--- src/rtl/cpu_defs.sv ---
// Shared CPU definitions: TLB entry/index types, TLB op encoding and
// the TLB op sequencer state encoding.
package cpu_defs;

    localparam int TLB_NUM = 16;
    localparam int TLB_IW  = $clog2(TLB_NUM);

    typedef logic [TLB_IW-1:0] tlb_index_t;

    typedef struct packed {
        logic [18:0] vpn2;
        logic [7:0]  asid;
        logic        g;
        logic [19:0] pfn0;
        logic [2:0]  c0;
        logic        d0;
        logic        v0;
        logic [19:0] pfn1;
        logic [2:0]  c1;
        logic        d1;
        logic        v1;
        logic [15:0] mask;
    } tlb_entry_t;

    typedef enum logic [1:0] {
        OP_TLBP  = 2'd0,
        OP_TLBR  = 2'd1,
        OP_TLBWI = 2'd2,
        OP_TLBWR = 2'd3
    } tlb_op_t;

    typedef enum logic [2:0] {
        ST_IDLE,
        ST_PROBE,
        ST_READ,
        ST_WRITE,
        ST_DONE
    } tlb_state_t;

endpackage

--- src/rtl/tlb_op_ctrl_if.sv ---
// TLB op handshake between the CP0/MEM stage (master) and the sequencer
// (slave): op_valid/op_type in, op_ready/op_done/flush_pipe back.
interface tlb_op_ctrl_if;
    import cpu_defs::*;

    logic    op_valid;
    tlb_op_t op_type;
    logic    op_ready;
    logic    op_done;
    logic    flush_pipe;

    modport master (
        output op_valid, op_type,
        input  op_ready, op_done, flush_pipe
    );

    modport slave (
        input  op_valid, op_type,
        output op_ready, op_done, flush_pipe
    );

endinterface

--- src/rtl/tlb_random_reg.sv ---
// CP0 Random counter: counts down each cycle from TLB_ENTRIES-1 to Wired,
// reloads on a Wired write. Ports: clk, reset, wired, wired_we, random.
module tlb_random_reg #(
    parameter  int TLB_ENTRIES = 16,
    localparam int IW          = $clog2(TLB_ENTRIES)
) (
    input  logic          clk,
    input  logic          reset,
    input  logic [IW-1:0] wired,
    input  logic          wired_we,
    output logic [IW-1:0] random
);

    localparam logic [IW-1:0] MAX = IW'(TLB_ENTRIES - 1);

    // Wired at the top entry leaves no random range: pin to MAX.
    always_ff @(posedge clk or negedge reset) begin
        if (!reset) begin
            random <= MAX;
        end else if (wired_we || wired >= MAX ||
                     random == wired || random == '0) begin
            random <= MAX;
        end else begin
            random <= random - 1'b1;
        end
    end

endmodule

--- src/rtl/tlb_op_ctrl.sv ---
// Sequencer for TLBP/TLBR/TLBWI/TLBWR: snapshots CP0 operands, drives the
// MMU for one cycle, returns results to CP0 with op_done; owns Random.
// Ports: clk, reset, op (handshake if), cp0_* inputs, random, tlbrw_*,
// tlbp_*, index_we/index_wdata, entry_we/entry_wdata.
module tlb_op_ctrl
    import cpu_defs::*;
#(
    parameter  int TLB_ENTRIES = TLB_NUM,
    localparam int IW          = $clog2(TLB_ENTRIES)
) (
    input  logic          clk,
    input  logic          reset,
    tlb_op_ctrl_if.slave  op,
    input  logic [31:0]   cp0_entry_hi,
    input  logic [31:0]   cp0_index,
    input  tlb_entry_t    cp0_entry,
    input  logic [IW-1:0] cp0_wired,
    input  logic          cp0_wired_we,
    output logic [IW-1:0] random,
    output tlb_index_t    tlbrw_index,
    output logic          tlbrw_we,
    output tlb_entry_t    tlbrw_wdata,
    input  tlb_entry_t    tlbrw_rdata,
    output logic [31:0]   tlbp_entry_hi,
    input  logic [31:0]   tlbp_index,
    output logic          index_we,
    output logic [31:0]   index_wdata,
    output logic          entry_we,
    output tlb_entry_t    entry_wdata
);

    tlb_state_t    state, state_nx;
    tlb_op_t       op_q;
    logic [31:0]   ehi_q;
    tlb_entry_t    entry_q;
    logic [IW-1:0] idx_q;
    logic [31:0]   pidx_q;
    tlb_entry_t    rdata_q;
    logic          accept;
    logic          unused_idx;

    assign unused_idx = ^cp0_index[31:IW];

    tlb_random_reg #(
        .TLB_ENTRIES (TLB_ENTRIES)
    ) u_random (
        .clk      (clk),
        .reset    (reset),
        .wired    (cp0_wired),
        .wired_we (cp0_wired_we),
        .random   (random)
    );

    assign accept = (state == ST_IDLE) && op.op_valid;

    always_ff @(posedge clk or negedge reset) begin
        if (!reset) begin
            state   <= ST_IDLE;
            op_q    <= OP_TLBP;
            ehi_q   <= '0;
            entry_q <= '0;
            idx_q   <= '0;
            pidx_q  <= '0;
            rdata_q <= '0;
        end else begin
            state <= state_nx;
            if (accept) begin
                op_q    <= op.op_type;
                ehi_q   <= cp0_entry_hi;
                entry_q <= cp0_entry;
                // TLBWR takes Random as it stands in the accept cycle.
                idx_q   <= (op.op_type == OP_TLBWR) ?
                           random : cp0_index[IW-1:0];
            end
            if (state == ST_PROBE) begin
                pidx_q <= tlbp_index;
            end
            if (state == ST_READ) begin
                rdata_q <= tlbrw_rdata;
            end
        end
    end

    always_comb begin
        state_nx      = state;
        op.op_ready   = 1'b0;
        op.op_done    = 1'b0;
        op.flush_pipe = 1'b0;
        tlbrw_we      = 1'b0;
        index_we      = 1'b0;
        entry_we      = 1'b0;
        unique case (state)
            ST_IDLE: begin
                op.op_ready = 1'b1;
                if (op.op_valid) begin
                    unique case (op.op_type)
                        OP_TLBP:  state_nx = ST_PROBE;
                        OP_TLBR:  state_nx = ST_READ;
                        OP_TLBWI: state_nx = ST_WRITE;
                        OP_TLBWR: state_nx = ST_WRITE;
                        default:  state_nx = ST_IDLE;
                    endcase
                end
            end
            ST_PROBE: state_nx = ST_DONE;
            ST_READ:  state_nx = ST_DONE;
            ST_WRITE: begin
                tlbrw_we = 1'b1;
                state_nx = ST_DONE;
            end
            ST_DONE: begin
                op.op_done    = 1'b1;
                index_we      = (op_q == OP_TLBP);
                entry_we      = (op_q == OP_TLBR);
                // Any non-probe op may change ASID or mappings.
                op.flush_pipe = (op_q != OP_TLBP);
                state_nx      = ST_IDLE;
            end
            default: state_nx = ST_IDLE;
        endcase
    end

    assign tlbrw_index   = tlb_index_t'(idx_q);
    assign tlbrw_wdata   = entry_q;
    assign tlbp_entry_hi = ehi_q;
    assign index_wdata   = pidx_q;
    assign entry_wdata   = rdata_q;

endmodule

--- src/flat_wrapper.sv ---
// flat-port wrapper written by rule: the top's interface ports become plain ports
module tlb_op_ctrl_flat import cpu_defs::*;
#(
    parameter  int TLB_ENTRIES = TLB_NUM,
    localparam int IW          = $clog2(TLB_ENTRIES)
)
  (clk, reset, cp0_entry_hi, cp0_index, cp0_entry, cp0_wired, cp0_wired_we, random, tlbrw_index, tlbrw_we, tlbrw_wdata, tlbrw_rdata, tlbp_entry_hi, tlbp_index, index_we, index_wdata, entry_we, entry_wdata, op_op_valid, op_op_type, op_op_ready, op_op_done, op_flush_pipe);
  tlb_op_ctrl_if op_i ();
  input  logic clk;
  input  logic reset;
  input  logic [31:0] cp0_entry_hi;
  input  logic [31:0] cp0_index;
  input  tlb_entry_t cp0_entry;
  input  logic [IW-1:0] cp0_wired;
  input  logic cp0_wired_we;
  output logic [IW-1:0] random;
  output tlb_index_t tlbrw_index;
  output logic tlbrw_we;
  output tlb_entry_t tlbrw_wdata;
  input  tlb_entry_t tlbrw_rdata;
  output logic [31:0] tlbp_entry_hi;
  input  logic [31:0] tlbp_index;
  output logic index_we;
  output logic [31:0] index_wdata;
  output logic entry_we;
  output tlb_entry_t entry_wdata;
  input wire logic [$bits(op_i.op_valid)-1:0] op_op_valid;
  input wire logic [$bits(op_i.op_type)-1:0] op_op_type;
  output wire logic [$bits(op_i.op_ready)-1:0] op_op_ready;
  output wire logic [$bits(op_i.op_done)-1:0] op_op_done;
  output wire logic [$bits(op_i.flush_pipe)-1:0] op_flush_pipe;
  assign op_i.op_valid = op_op_valid;
  assign op_i.op_type = op_op_type;
  assign op_op_ready = op_i.op_ready;
  assign op_op_done = op_i.op_done;
  assign op_flush_pipe = op_i.flush_pipe;
  tlb_op_ctrl #(.TLB_ENTRIES(TLB_ENTRIES)) u_core (.clk(clk), .reset(reset), .op(op_i), .cp0_entry_hi(cp0_entry_hi), .cp0_index(cp0_index), .cp0_entry(cp0_entry), .cp0_wired(cp0_wired), .cp0_wired_we(cp0_wired_we), .random(random), .tlbrw_index(tlbrw_index), .tlbrw_we(tlbrw_we), .tlbrw_wdata(tlbrw_wdata), .tlbrw_rdata(tlbrw_rdata), .tlbp_entry_hi(tlbp_entry_hi), .tlbp_index(tlbp_index), .index_we(index_we), .index_wdata(index_wdata), .entry_we(entry_we), .entry_wdata(entry_wdata));
endmodule
--- config.mk ---
export PLATFORM = sky130hd
export DESIGN_NAME = tlb_op_ctrl_flat
export DESIGN_NICKNAME = d
export VERILOG_FILES = /design/src/rtl/cpu_defs.sv /design/src/rtl/tlb_op_ctrl_if.sv /design/src/rtl/tlb_random_reg.sv /design/src/rtl/tlb_op_ctrl.sv /design/src/flat_wrapper.sv
export SDC_FILE = /design/constraint.sdc
export NUM_CORES = 1
export LEC_CHECK = 0
export CAP_MARGIN = 20
export CORE_AREA = 2 2 218 220
export DETAILED_ROUTE_END_ITERATION = 7
export DIE_AREA = 0 0 220 222
export GPL_TIMING_DRIVEN = 0
export PLACE_DENSITY_LB_ADDON = 0.08
export SETUP_SLACK_MARGIN = 0.05
export SYNTH_ARGS = -nofsm -noshare
export SYNTH_HDL_FRONTEND = slang
export SYNTH_SLANG_ARGS = --single-unit
export TNS_END_PERCENT = 50
--- constraint.sdc ---
create_clock -name clk -period 3.1 [get_ports clk]
set_clock_uncertainty 0.05 [all_clocks]
set_input_delay 0.62 -clock clk [delete_from_list [all_inputs] [get_ports clk]]
set_output_delay 0.62 -clock clk [all_outputs]
set_load 0.005 [all_outputs]
==> results summary <==
The flow ran to the end, and the final reports show no timing, DRC or antenna violations. The internal power of the cells came out at 12.7 mW. The highest metal layer carrying signal wires in the routed design is met5.

The warning count from the yosys run came out at 0. The initial antenna violation count is 3. The routed length on met3 is 3450 microns. The fraction of registers with async set or reset after synthesis is 100%.

The most frequent cell after synthesis is dfrtp_1. CTS placed an instance of clkbuf_16 at the clock tree root. In the detailed route, the total length drawn on met2 is 18,200 microns.

The area of the core came out at 0.0463 sq mm. The number of nets in the layout came out at 1,459. The detailed placement HPWL is 26,700 microns. In this run switching power makes up 27.5% of total power.

The number of setup buffers added after CTS is 0. The worst hold path class is in2async. The simple-gate portion of the synthesized area came out at 1.51%. The count of maximum capacitance violations came out at 0. The full die area is 0.0488 sq mm. The footprint of the multi-input gates is 0.00317 sq mm. The type of origin of the critical path is a register. The via count came out at 7,083.

The achievable frequency is 364 MHz. The number of routed nets with antenna violations came out at 0. The floorplan has 79 rows.

By startpoint and endpoint, the worst setup path is classified as reg2out. The average wire per cell in the routed design came out at 19.5 microns. The sequential cell area fraction in the yosys report is 66.1%. The area growth from synthesis to layout is 72.3%.

Dividing the synthesized area by the synthesized cell count gives 16.9 sq um. The die span in x came out at 220 microns. The ratio of routed vias to standard cells is 3.94.

The final-layout fill cell count came out at 4,521. The slowest stage of the critical path belongs to the cell clkdlybuf4s50_1. The length of the first detailed-routing pass in iterations came out at 4. The first-pass GRT wire length came out at 50,300 microns. The die height came out at 222 microns. Power comes to 17.5 mW.

The number of global-route vias before repair is 7,484. Combinational logic burns 42.4% of the power. Traced cell by cell, the critical path runs through nor2_1 -> nand2_1 -> nor3b_1 -> clkdlybuf4s50_1. The number of resized instances in the post-cts repair step came out at 0. The final hold violation count is 0. The combined flip-flop and latch cell area is 0.00664 sq mm. The clock latency of the later-clocked register in the worst-skew pair is 0.53 ns.

The initial standard-cell utilization of the core came out at 21.7%. The clock-pin slew on the worst setup and hold paths is 0.06 ns. Among all flip-flop cells after synthesis, the most frequent one is dfrtp_1. The worst slew margin relative to its limit is 47.7%. After Yosys synthesis, full adders, half adders and majority gates account for 0.125% of the synthesized area. In this run the worst path has a maximum fanout of 6. TritonCTS built the clock tree. The wire length after detailed routing came out at 35,100 microns.

The number of hold-repair buffers added at the cts stage came out at 0. The commonest cells after synthesis are dfrtp_1, mux2_2, buf_4, nor2_1, buf_2. The maximum clock path buffer count is 3. The peak per-stage delay on the critical path came out at 0.58 ns. After detailed routing, the number of remaining DRC violations is 0. The maximum vdd drop is 0.000446 V. Of all cell types, the one taking the most synthesized area is dfrtp_1. The dominant combinational cell family by area after synthesis is multiplexers. The clock net sink count came out at 265. The weighted congestion at the end of routability-driven global placement is 0.741. The worst setup path is captured at an output port.

The clock power share came out at 22.9%. The net load switching power is 4.80 mW. After detailed routing, the wire length on met1 is 12,800 microns.

At the pin with the least slew margin, the transition time is 0.784 ns. The fraction of synthesized area in multiplexers came out at 28.9%. The final-report max-slew violation count is 0.

Summed over all cells, the static leakage comes to 7.02 nW. Setup repair after global routing left no endpoint under its margin. The share of the synthesized netlist area taken by xor and xnor gates came out at 0.523%.

The final cell area excluding filler cells came out at 0.0173 sq mm. The final number of setup-violating endpoints is 0. The tightest hold path in the finished design has a slack of 0.0975 ns. The data required time of the worst path came out at 2.43 ns. In this run the cell area measured after placement is 0.0162 sq mm. 560 I/O pins were placed. Power spread over the standard cell area amounts to 1010 mW/mm^2. The number of clock buffers added by TritonCTS is 34. The share of layout cells above drive strength 1 came out at 28.8%. The aggregate global-route resource usage came out at 14.0%.

The starting DRC count in detailed routing is 174. The number of nets handed over by synthesis was 890. In this run the tool buffered the top-level ports with 531 buffer cells. The arrival time of the worst setup path is 2.08 ns. The sequential power share is 34.8%. The share of the synthesized area in the top cell type came out at 65.0%. The post-route fraction of the period consumed by the critical path is 88.6%. The H-tree depth reported by CTS came out at 2.

Yosys attributes the largest share of cell area to dfrtp_1, mux2_2, buf_4, dfstp_2, buf_6. The count of cell types in the netlist came out at 23. The cell count after synthesis came out at 595.

The largest net degree at the start of global routing came out at 106. The number of synthesized register bits came out at 265. The total overflow reported by the global router came out at 0. The final critical delay including setup and external delays came out at 2.75 ns. The synthesized netlist devotes 0.536% of its cell area to compound gates. The area of the mapped netlist came out at 0.0100 sq mm.

The number of flops mapped to enable cells by yosys came out at 0.
==> worst max-delay path: cells and delay by family, from the launching register on <==
| kind | cells | cell delay [ns] |
|---|---|---|
| buffers and inverters | 1 | 0.58 |
| DFF | 1 | 0.45 |
| and+or+nand+nor | 3 | 0.53 |
==> per-stage QoR <==
stage,utilization (%),cells,TNS (ns),worst slack (ns)
global route,37.4,1797,0,0.200
CTS,37.4,1795,0,0.308
global placement,34.8,1733,-3081.05,-11.73
detailed placement,35.0,1735,0,0.533
finish,37.4,1798,0,0.354
floorplan,-,595,0,1.39
==> metal layers <==
layer,global-route usage (%),up-vias
li1,-,3236
met1,15.0,3534
met2,24.8,266
met3,5.58,45
met4,4.78,2
met5,0,-
==> cell type report <==
cell class	count	area share, %
Antenna cell	3	0.0434
Buffer	29	1.29
Clock buffer	56	6.22
Clock inverter	4	0.260
Inverter	4	0.0867
Multi-Input combinational cell	297	18.3
Sequential cell	265	38.3
Tap cell	607	4.39
Timing Repair Buffer	533	31.1
==> sequential cells by signal (all words and copies together) (netlist names) <==
name	count
u_core.tlbrw_index	4
u_core.index_wdata	32
u_core.op_q	2
u_core.u_random.random	4
u_core.tlbp_entry_hi	32
u_core.entry_wdata	94
u_core.tlbrw_wdata	94
u_core.state	3
==> power groups by stage <==
stage	sequential, mW	clock, mW	combinational [mW]
final	6.07	3.99	7.41
after CTS	6.10	4.17	7.61
after detailed placement	6.14	0	7.58
after global routing	6.32	4.31	7.90
after global placement	6.11	0	7.59
after floorplan	6.26	0	2.53
==> kinds of logic (layout without fill, tap and decap cells) <==
group	after synthesis	after routing
adder cells (fa/ha/maj)	1	1
AND/OR/NAND/NOR	24	24
XOR/XNOR	6	6
flip-flops	265	265
other	0	3
AO/OA/AOI/OAI	8	8
buffers and inverters	33	626
multiplexers	258	258
==> path summary, 6_finish.rpt <==
| check | depth (start not counted) | startpoint | to | slack (ns) |
|---|---|---|---|---|
| max in group asynchronous | 2 | reset | u_core.tlbp_entry_hi[10] | 1.82 |
| min in group clk | 1 | u_core.entry_wdata[20] | u_core.entry_wdata[20] | 0.45 |
| hold reg to reg | 1 | u_core.entry_wdata[20] | u_core.entry_wdata[20] | 0.45 |
| setup reg to reg | 5 | u_core.state[2] | u_core.entry_wdata[51] | 1.11 |
| hold / removal | 1 | reset | u_core.entry_wdata[30] | 0.1 |
| setup / recovery | 4 | u_core.state[1] | entry_we | 0.35 |
==> cells in the final DEF (no fill, tap or decap), types with 2 or more instances in the layout <==
master,synthesis,layout
nor2_1,9,9
nor3b_2,2,2
buf_4,16,16
inv_1,4,4
buf_6,6,6
clkbuf_1,0,11
mux2_2,254,254
nor3b_1,2,2
xnor2_1,6,6
diode_2,0,3
clkbuf_16,0,37
a21oi_1,4,4
buf_2,7,7
mux2i_1,4,4
clkdlybuf4s50_1,0,530
nor3_1,3,3
buf_16,0,2
nand2_1,4,4
dfstp_2,4,4
clkbuf_8,0,8
dfrtp_1,261,261
clkinv_2,0,3
nand3b_1,2,2
Note: power is estimated with default switching activity, not from simulation.
